==> src/rtl/alu_pkg.sv <==
// Shared constants for the MIPS ALU issue stage: ALU control codes, opcode/funct values and FSM states.
package alu_pkg;

    localparam logic [3:0] ALU_NOP = 4'b0000;
    localparam logic [3:0] ALU_ADD = 4'b0010;
    localparam logic [3:0] ALU_SUB = 4'b0110;
    localparam logic [3:0] ALU_MUL = 4'b1000;
    localparam logic [3:0] ALU_SRL = 4'b1001;
    localparam logic [3:0] ALU_LUI = 4'b1010;

    localparam logic [5:0] OP_RTYPE = 6'h00;
    localparam logic [5:0] OP_BEQ   = 6'h04;
    localparam logic [5:0] OP_ADDI  = 6'h08;
    localparam logic [5:0] OP_LUI   = 6'h0F;
    localparam logic [5:0] OP_MUL   = 6'h1C;
    localparam logic [5:0] OP_LW    = 6'h23;
    localparam logic [5:0] OP_SW    = 6'h2B;

    localparam logic [5:0] FN_SRL = 6'h02;
    localparam logic [5:0] FN_MUL = 6'h02;
    localparam logic [5:0] FN_ADD = 6'h20;
    localparam logic [5:0] FN_SUB = 6'h22;

    typedef enum logic [1:0] {
        EMPTY    = 2'd0,
        MUL_WAIT = 2'd1,
        FULL     = 2'd2
    } state_t;

endpackage

==> src/rtl/alu_decode.sv <==
// Combinational decode of a MIPS instruction into ALU control code and operands.
module alu_decode
    import alu_pkg::*;
(
    input  logic [31:0] i_instr,
    input  logic [31:0] i_rs_data,
    input  logic [31:0] i_rt_data,
    output logic [3:0]  o_alu_C,
    output logic [31:0] o_alu_A,
    output logic [31:0] o_alu_B,
    output logic        o_is_mul,
    output logic        o_illegal
);

    logic [5:0] w_opcode;
    logic [5:0] w_funct;
    logic       w_unused_bits;

    assign w_opcode      = i_instr[31:26];
    assign w_funct       = i_instr[5:0];
    // Register specifiers are resolved upstream; only the operand values matter here.
    assign w_unused_bits = ^i_instr[25:16];

    always_comb begin
        o_alu_C   = ALU_NOP;
        o_alu_A   = '0;
        o_alu_B   = '0;
        o_is_mul  = 1'b0;
        o_illegal = 1'b0;
        case (w_opcode)
            OP_RTYPE: begin
                case (w_funct)
                    FN_ADD: begin
                        o_alu_C = ALU_ADD;
                        o_alu_A = i_rs_data;
                        o_alu_B = i_rt_data;
                    end
                    FN_SUB: begin
                        o_alu_C = ALU_SUB;
                        o_alu_A = i_rs_data;
                        o_alu_B = i_rt_data;
                    end
                    FN_SRL: begin
                        o_alu_C = ALU_SRL;
                        o_alu_A = i_rt_data;
                        o_alu_B = {27'd0, i_instr[10:6]};
                    end
                    default: o_illegal = 1'b1;
                endcase
            end
            OP_MUL: begin
                if (w_funct == FN_MUL) begin
                    o_alu_C  = ALU_MUL;
                    o_alu_A  = i_rs_data;
                    o_alu_B  = i_rt_data;
                    o_is_mul = 1'b1;
                end else begin
                    o_illegal = 1'b1;
                end
            end
            OP_LUI: begin
                o_alu_C = ALU_LUI;
                o_alu_B = {16'd0, i_instr[15:0]};
            end
            OP_ADDI, OP_LW, OP_SW: begin
                o_alu_C = ALU_ADD;
                o_alu_A = i_rs_data;
                o_alu_B = {{16{i_instr[15]}}, i_instr[15:0]};
            end
            OP_BEQ: begin
                o_alu_C = ALU_SUB;
                o_alu_A = i_rs_data;
                o_alu_B = i_rt_data;
            end
            default: o_illegal = 1'b1;
        endcase
    end

endmodule

==> src/rtl/alu_issue.sv <==
// Registered ALU issue stage with valid/ready handshake and multicycle multiply stretch.
// Optional macro ALU_ISSUE_ILLEGAL_TRAP_EN: forward illegal instructions flagged instead of dropping them.
module alu_issue
    import alu_pkg::*;
#(
    parameter int MUL_CYCLES = 3
) (
    input  logic        clk,
    input  logic        rst,
    input  logic        in_valid,
    output logic        in_ready,
    input  logic [31:0] instr,
    input  logic [31:0] rs_data,
    input  logic [31:0] rt_data,
    output logic        out_valid,
    input  logic        out_ready,
    output logic [31:0] alu_A,
    output logic [31:0] alu_B,
    output logic [3:0]  alu_C,
    output logic        illegal
);

    localparam logic [3:0] MUL_LOAD    = 4'(MUL_CYCLES - 1);
    localparam bit         MUL_STRETCH = (MUL_CYCLES > 1);
`ifdef ALU_ISSUE_ILLEGAL_TRAP_EN
    localparam bit         TRAP_EN     = 1'b1;
`else
    localparam bit         TRAP_EN     = 1'b0;
`endif

    state_t      r_state;
    state_t      w_state_next;
    state_t      w_accept_state;
    logic [3:0]  r_cnt;
    logic [3:0]  w_cnt_next;
    logic [31:0] r_alu_A;
    logic [31:0] r_alu_B;
    logic [3:0]  r_alu_C;
    logic [3:0]  w_dec_C;
    logic [31:0] w_dec_A;
    logic [31:0] w_dec_B;
    logic        w_dec_is_mul;
    logic        w_dec_illegal;
    logic        w_in_ready;
    logic        w_accept;

    alu_decode u_decode (
        .i_instr   (instr),
        .i_rs_data (rs_data),
        .i_rt_data (rt_data),
        .o_alu_C   (w_dec_C),
        .o_alu_A   (w_dec_A),
        .o_alu_B   (w_dec_B),
        .o_is_mul  (w_dec_is_mul),
        .o_illegal (w_dec_illegal)
    );

    always_comb begin
        w_in_ready = 1'b0;
        case (r_state)
            EMPTY:   w_in_ready = 1'b1;
            FULL:    w_in_ready = out_ready;
            default: w_in_ready = 1'b0;
        endcase
        if (rst) begin
            w_in_ready = 1'b0;
        end
    end

    assign in_ready  = w_in_ready;
    assign w_accept  = in_valid && w_in_ready;
    assign out_valid = (r_state == FULL);

    // Where a freshly accepted instruction lands; untrapped illegals vanish without a pulse.
    always_comb begin
        w_accept_state = FULL;
        if (w_dec_illegal && !TRAP_EN) begin
            w_accept_state = EMPTY;
        end else if (w_dec_is_mul && MUL_STRETCH) begin
            w_accept_state = MUL_WAIT;
        end
    end

    always_comb begin
        w_state_next = r_state;
        w_cnt_next   = r_cnt;
        case (r_state)
            EMPTY: begin
                if (w_accept) begin
                    w_state_next = w_accept_state;
                end
            end
            MUL_WAIT: begin
                w_cnt_next = r_cnt - 4'd1;
                if (r_cnt == 4'd1) begin
                    w_state_next = FULL;
                end
            end
            FULL: begin
                if (w_accept) begin
                    w_state_next = w_accept_state;
                end else if (out_ready) begin
                    w_state_next = EMPTY;
                end
            end
            default: w_state_next = EMPTY;
        endcase
        if (w_accept && w_dec_is_mul) begin
            w_cnt_next = MUL_LOAD;
        end
    end

    always_ff @(posedge clk) begin
        if (rst) begin
            r_state <= EMPTY;
            r_cnt   <= '0;
            r_alu_A <= '0;
            r_alu_B <= '0;
            r_alu_C <= ALU_NOP;
        end else begin
            r_state <= w_state_next;
            r_cnt   <= w_cnt_next;
            if (w_accept) begin
                r_alu_A <= w_dec_A;
                r_alu_B <= w_dec_B;
                r_alu_C <= w_dec_C;
            end
        end
    end

    assign alu_A = r_alu_A;
    assign alu_B = r_alu_B;
    assign alu_C = r_alu_C;

`ifdef ALU_ISSUE_ILLEGAL_TRAP_EN
    logic r_illegal;

    always_ff @(posedge clk) begin
        if (rst) begin
            r_illegal <= 1'b0;
        end else if (w_accept) begin
            r_illegal <= w_dec_illegal;
        end
    end

    assign illegal = r_illegal;
`else
    assign illegal = 1'b0;
`endif

endmodule

==> config.mk <==
export PLATFORM = sky130hd
export DESIGN_NAME = alu_issue
export DESIGN_NICKNAME = d
export VERILOG_FILES = /design/src/rtl/alu_pkg.sv /design/src/rtl/alu_decode.sv /design/src/rtl/alu_issue.sv
export SDC_FILE = /design/constraint.sdc
export NUM_CORES = 1
export LEC_CHECK = 0
export ABC_AREA = 1
export BUFFER_PORTS_ARGS = -buffer_cell sky130_fd_sc_hd__buf_2
export CAP_MARGIN = 30
export CORE_MARGIN = 2
export CORE_UTILIZATION = 50
export DETAILED_ROUTE_END_ITERATION = 6
export HOLD_SLACK_MARGIN = 0.1
export PLACE_DENSITY = 0.83
export SETUP_SLACK_MARGIN = 0.15
export SYNTH_ARGS = -nofsm -noshare
export SYNTH_HDL_FRONTEND = slang
export SYNTH_HIERARCHICAL = 1
export SYNTH_SLANG_ARGS = --single-unit
==> constraint.sdc <==
create_clock -name clk -period 1.9 [get_ports clk]
set_input_delay 0.285 -clock clk [delete_from_list [all_inputs] [get_ports clk]]
set_output_delay 0.285 -clock clk [all_outputs]
set_load 0.02 [all_outputs]
==> impl_metrics.toml <==
[run_status]
outcome = "complete, no violations"

[detailed_routing]
dr.pass1.iters = 6
met2_length_um = 6358
route.met3.wl_um = 913
met1_length_um = 6040
vias = 5079
drtIter0Drc = 315
ant_nets = 0
drt-total-wl_um = 13600
via_per_inst = 5.034
highest_layer = "met4"
drc = 0
wl_per_cell_um = 13.47

[synthesis]
synth_top_area_share_pct = 33.04
ys_top_cells_by_area = "dfxtp_1, nand2_1, nand3_1"
yosysUniqueCellTypes = 25
synth-seq-cells = 74
yosys.area.top_type = "dfxtp_1"
avgSynthCellArea_um2 = 5.979
synth_area_um2 = 4484
synth_warnings = 6
syn_nets = 852
post_synth_inst_count = 750
yosysSeqAreaShare_pct = 33.04

[clock_network]
cts_tree = "done"
insertion_delay_ns = 0.35
cts_resized = 0
cts-root-buf = "clkbuf_8"
htree_levels = 3
clock_path_buffers = 2
clock_sinks = 74
cts_buffers = 9
postCtsSetupRepairBufs = 0
holdBufCountCts = 0
clk_pin_slew_ns = 0.08

[setup_path]
crit_required_ns = 2.18
start_kind = "input pin"
path_max_fanout = 18
crit_path_end_kind = "flop"
path_class = "input pin to flop"
worstPathArrival_ns = 1.76

[die]
placement_rows = 34
ios = 171
die_x_um = 98.70
initial_utilization_pct = 51.42
dieArea_um2 = 9742
core_um2 = 8721
dieHeight_um = 98.70

[finish]
multi_input_comb_area_um2 = 2520
syn_to_final_growth_pct = 24.89
seq_area_um2 = 1481
n_fill_cell = 860
drive_above_1_share_pct = 24.75
final_core_util_pct = 64.22
num_antenna_cells = 0
nets = 998

[pwr]
ir_drop_uv = 533.6
intPower_mw = 2.648
power_switching_mw = 0.8931
power_leakage_nw = 2.942
p_per_area_nw_per_um2 = 632.3
swShare_pct = 25.22
total_power_mw = 3.541
pwr-share-seq_pct = 44.3
power_frac_comb_pct = 11.5
clkPwrFrac_pct = 44.2

[place]
dpl.hpwl_um = 9765
port-buffer-count = 159
place.gp.congestion = 0.9028

[timing]
slew_headroom_pct = 66.06
finalCritPeriodShare_pct = 78.29
final.setup_skew_ns = 0.008388
fin_crit_ns = 1.488
setup_tns_ns = 0
worst_pin_slew_ns = 0.5091
finalHoldViolations = 0
fmax_ghz = 0.6722
drv_slew = 0
setup_viol = 0
rsz0062_at_grt = "no"

[run]
max-cap-violations = 0

[global_route]
grt_pass1_vias = 4499
grt.total_usage_pct = 27.49
grt.overflow.total = 0
antenna_found_initial = 0
grt_max_degree = 58
grt_pass1_wl_um = 21780

[min_path]
hold_class = "input pin to flop"
-- cell families (layout without fill, tap and decap cells) --
logic type               after synthesis  in the layout  synth area share (%)
AO/OA/AOI/OAI                         76             76                 8.482
XOR/XNOR                               2              2                0.3907
adder cells (fa/ha/maj)                2              2                0.5579
buffers and inverters                 93            244                 10.99
flip-flops                            74             74                 33.04
other                                  1              1               0.08363
AND/OR/NAND/NOR                      502            502                 46.46
-- cells in the mapped netlist, drive strengths merged --
cell type / count
nand2: 393
nand3: 78
dfxtp: 74
a21oi: 72
inv: 48
buf: 36
nor2: 29
clkbuf: 9
o21ai: 4
ha: 2
xor2: 2
conb: 1
nand4: 1
nor3: 1
-- through the flow --
stage	hold slack (ns)	instance area, um2	std cells	setup WS (ns)
finish	0.2735	5600	1009	0.4124
global route	0.2908	5600	1009	0.2026
CTS	0.2632	5600	1009	0.4338
detailed placement	0.4522	5348	993	0.07388
global placement	0.4499	5348	993	0.07758
floorplan	0.4568	4484	750	0.2799
-- area by class of cell --
class | count | area share [%]
clock buffer | 12 | 2.770
clock inverter | 4 | 1.743
inverter | 48 | 3.262
timing repair buffer | 180 | 18.36
sequential | 74 | 26.45
multi-input combinational | 583 | 45.00
tap | 108 | 2.413
-- sequential cells by signal (all words and copies together), names as in the netlist --
name and count:
alu_C 4, alu_A 32, r_state 2, r_cnt 4, alu_B 32
-- critical path: stages --
cell and delay (ns):
buf_2 0.12, nor2_2 0.18, nand2_1 0.13, nor2_4 0.18
nand2_2 0.13, nand3_2 0.24, buf_12 0.19, nand2_1 0.06
nand2_1 0.05, nand2_1 0.05, a21oi_1 0.14
-- per-layer routing --
| layer | vias to the layer above | global-route usage [%] |
|---|---|---|
| li1 | 2624 | - |
| met1 | 2231 | 38.69 |
| met2 | 201 | 43.49 |
| met3 | 23 | 3.546 |
| met4 | 0 | 9.800 |
| met5 | - | 0 |
-- worst paths after layout --
path	from	end	slack (ns)	depth (start not counted)
max	instr[27]	alu_A[14]$_SDFFE_PP0N_	0.41	11
min reg2reg	alu_A[31]$_SDFFE_PP0N_	alu_A[31]$_SDFFE_PP0N_	0.46	2
min	instr[14]	alu_B[14]$_SDFFE_PP0N_	0.27	5
max reg2reg	r_state[1]$_SDFFE_PP0P_	alu_C[3]$_SDFFE_PP0N_	0.42	6
-- placed cells by master (no fill, tap or decap), types with 4 or more instances in the layout --
cell type and count:
nand2_1 381, buf_2 159, nand3_1 74, dfxtp_1 74
a21oi_1 72, inv_1 45, nor2_1 20, buf_4 15
nand2_2 12, clkbuf_8 11, buf_12 6, nor2_2 5
nor2_4 4, o21ai_0 4
-- power by group through the flow --
stage	combinational [mW]	clock (mW)	sequential (mW)
CTS	0.404	1.58	1.57
finish	0.407	1.57	1.57
global route	0.446	1.64	1.57
detailed placement	0.402	0	1.60
floorplan	0.202	0	1.62
global placement	0.402	0	1.60
Note: power is estimated with default switching activity, not from simulation.
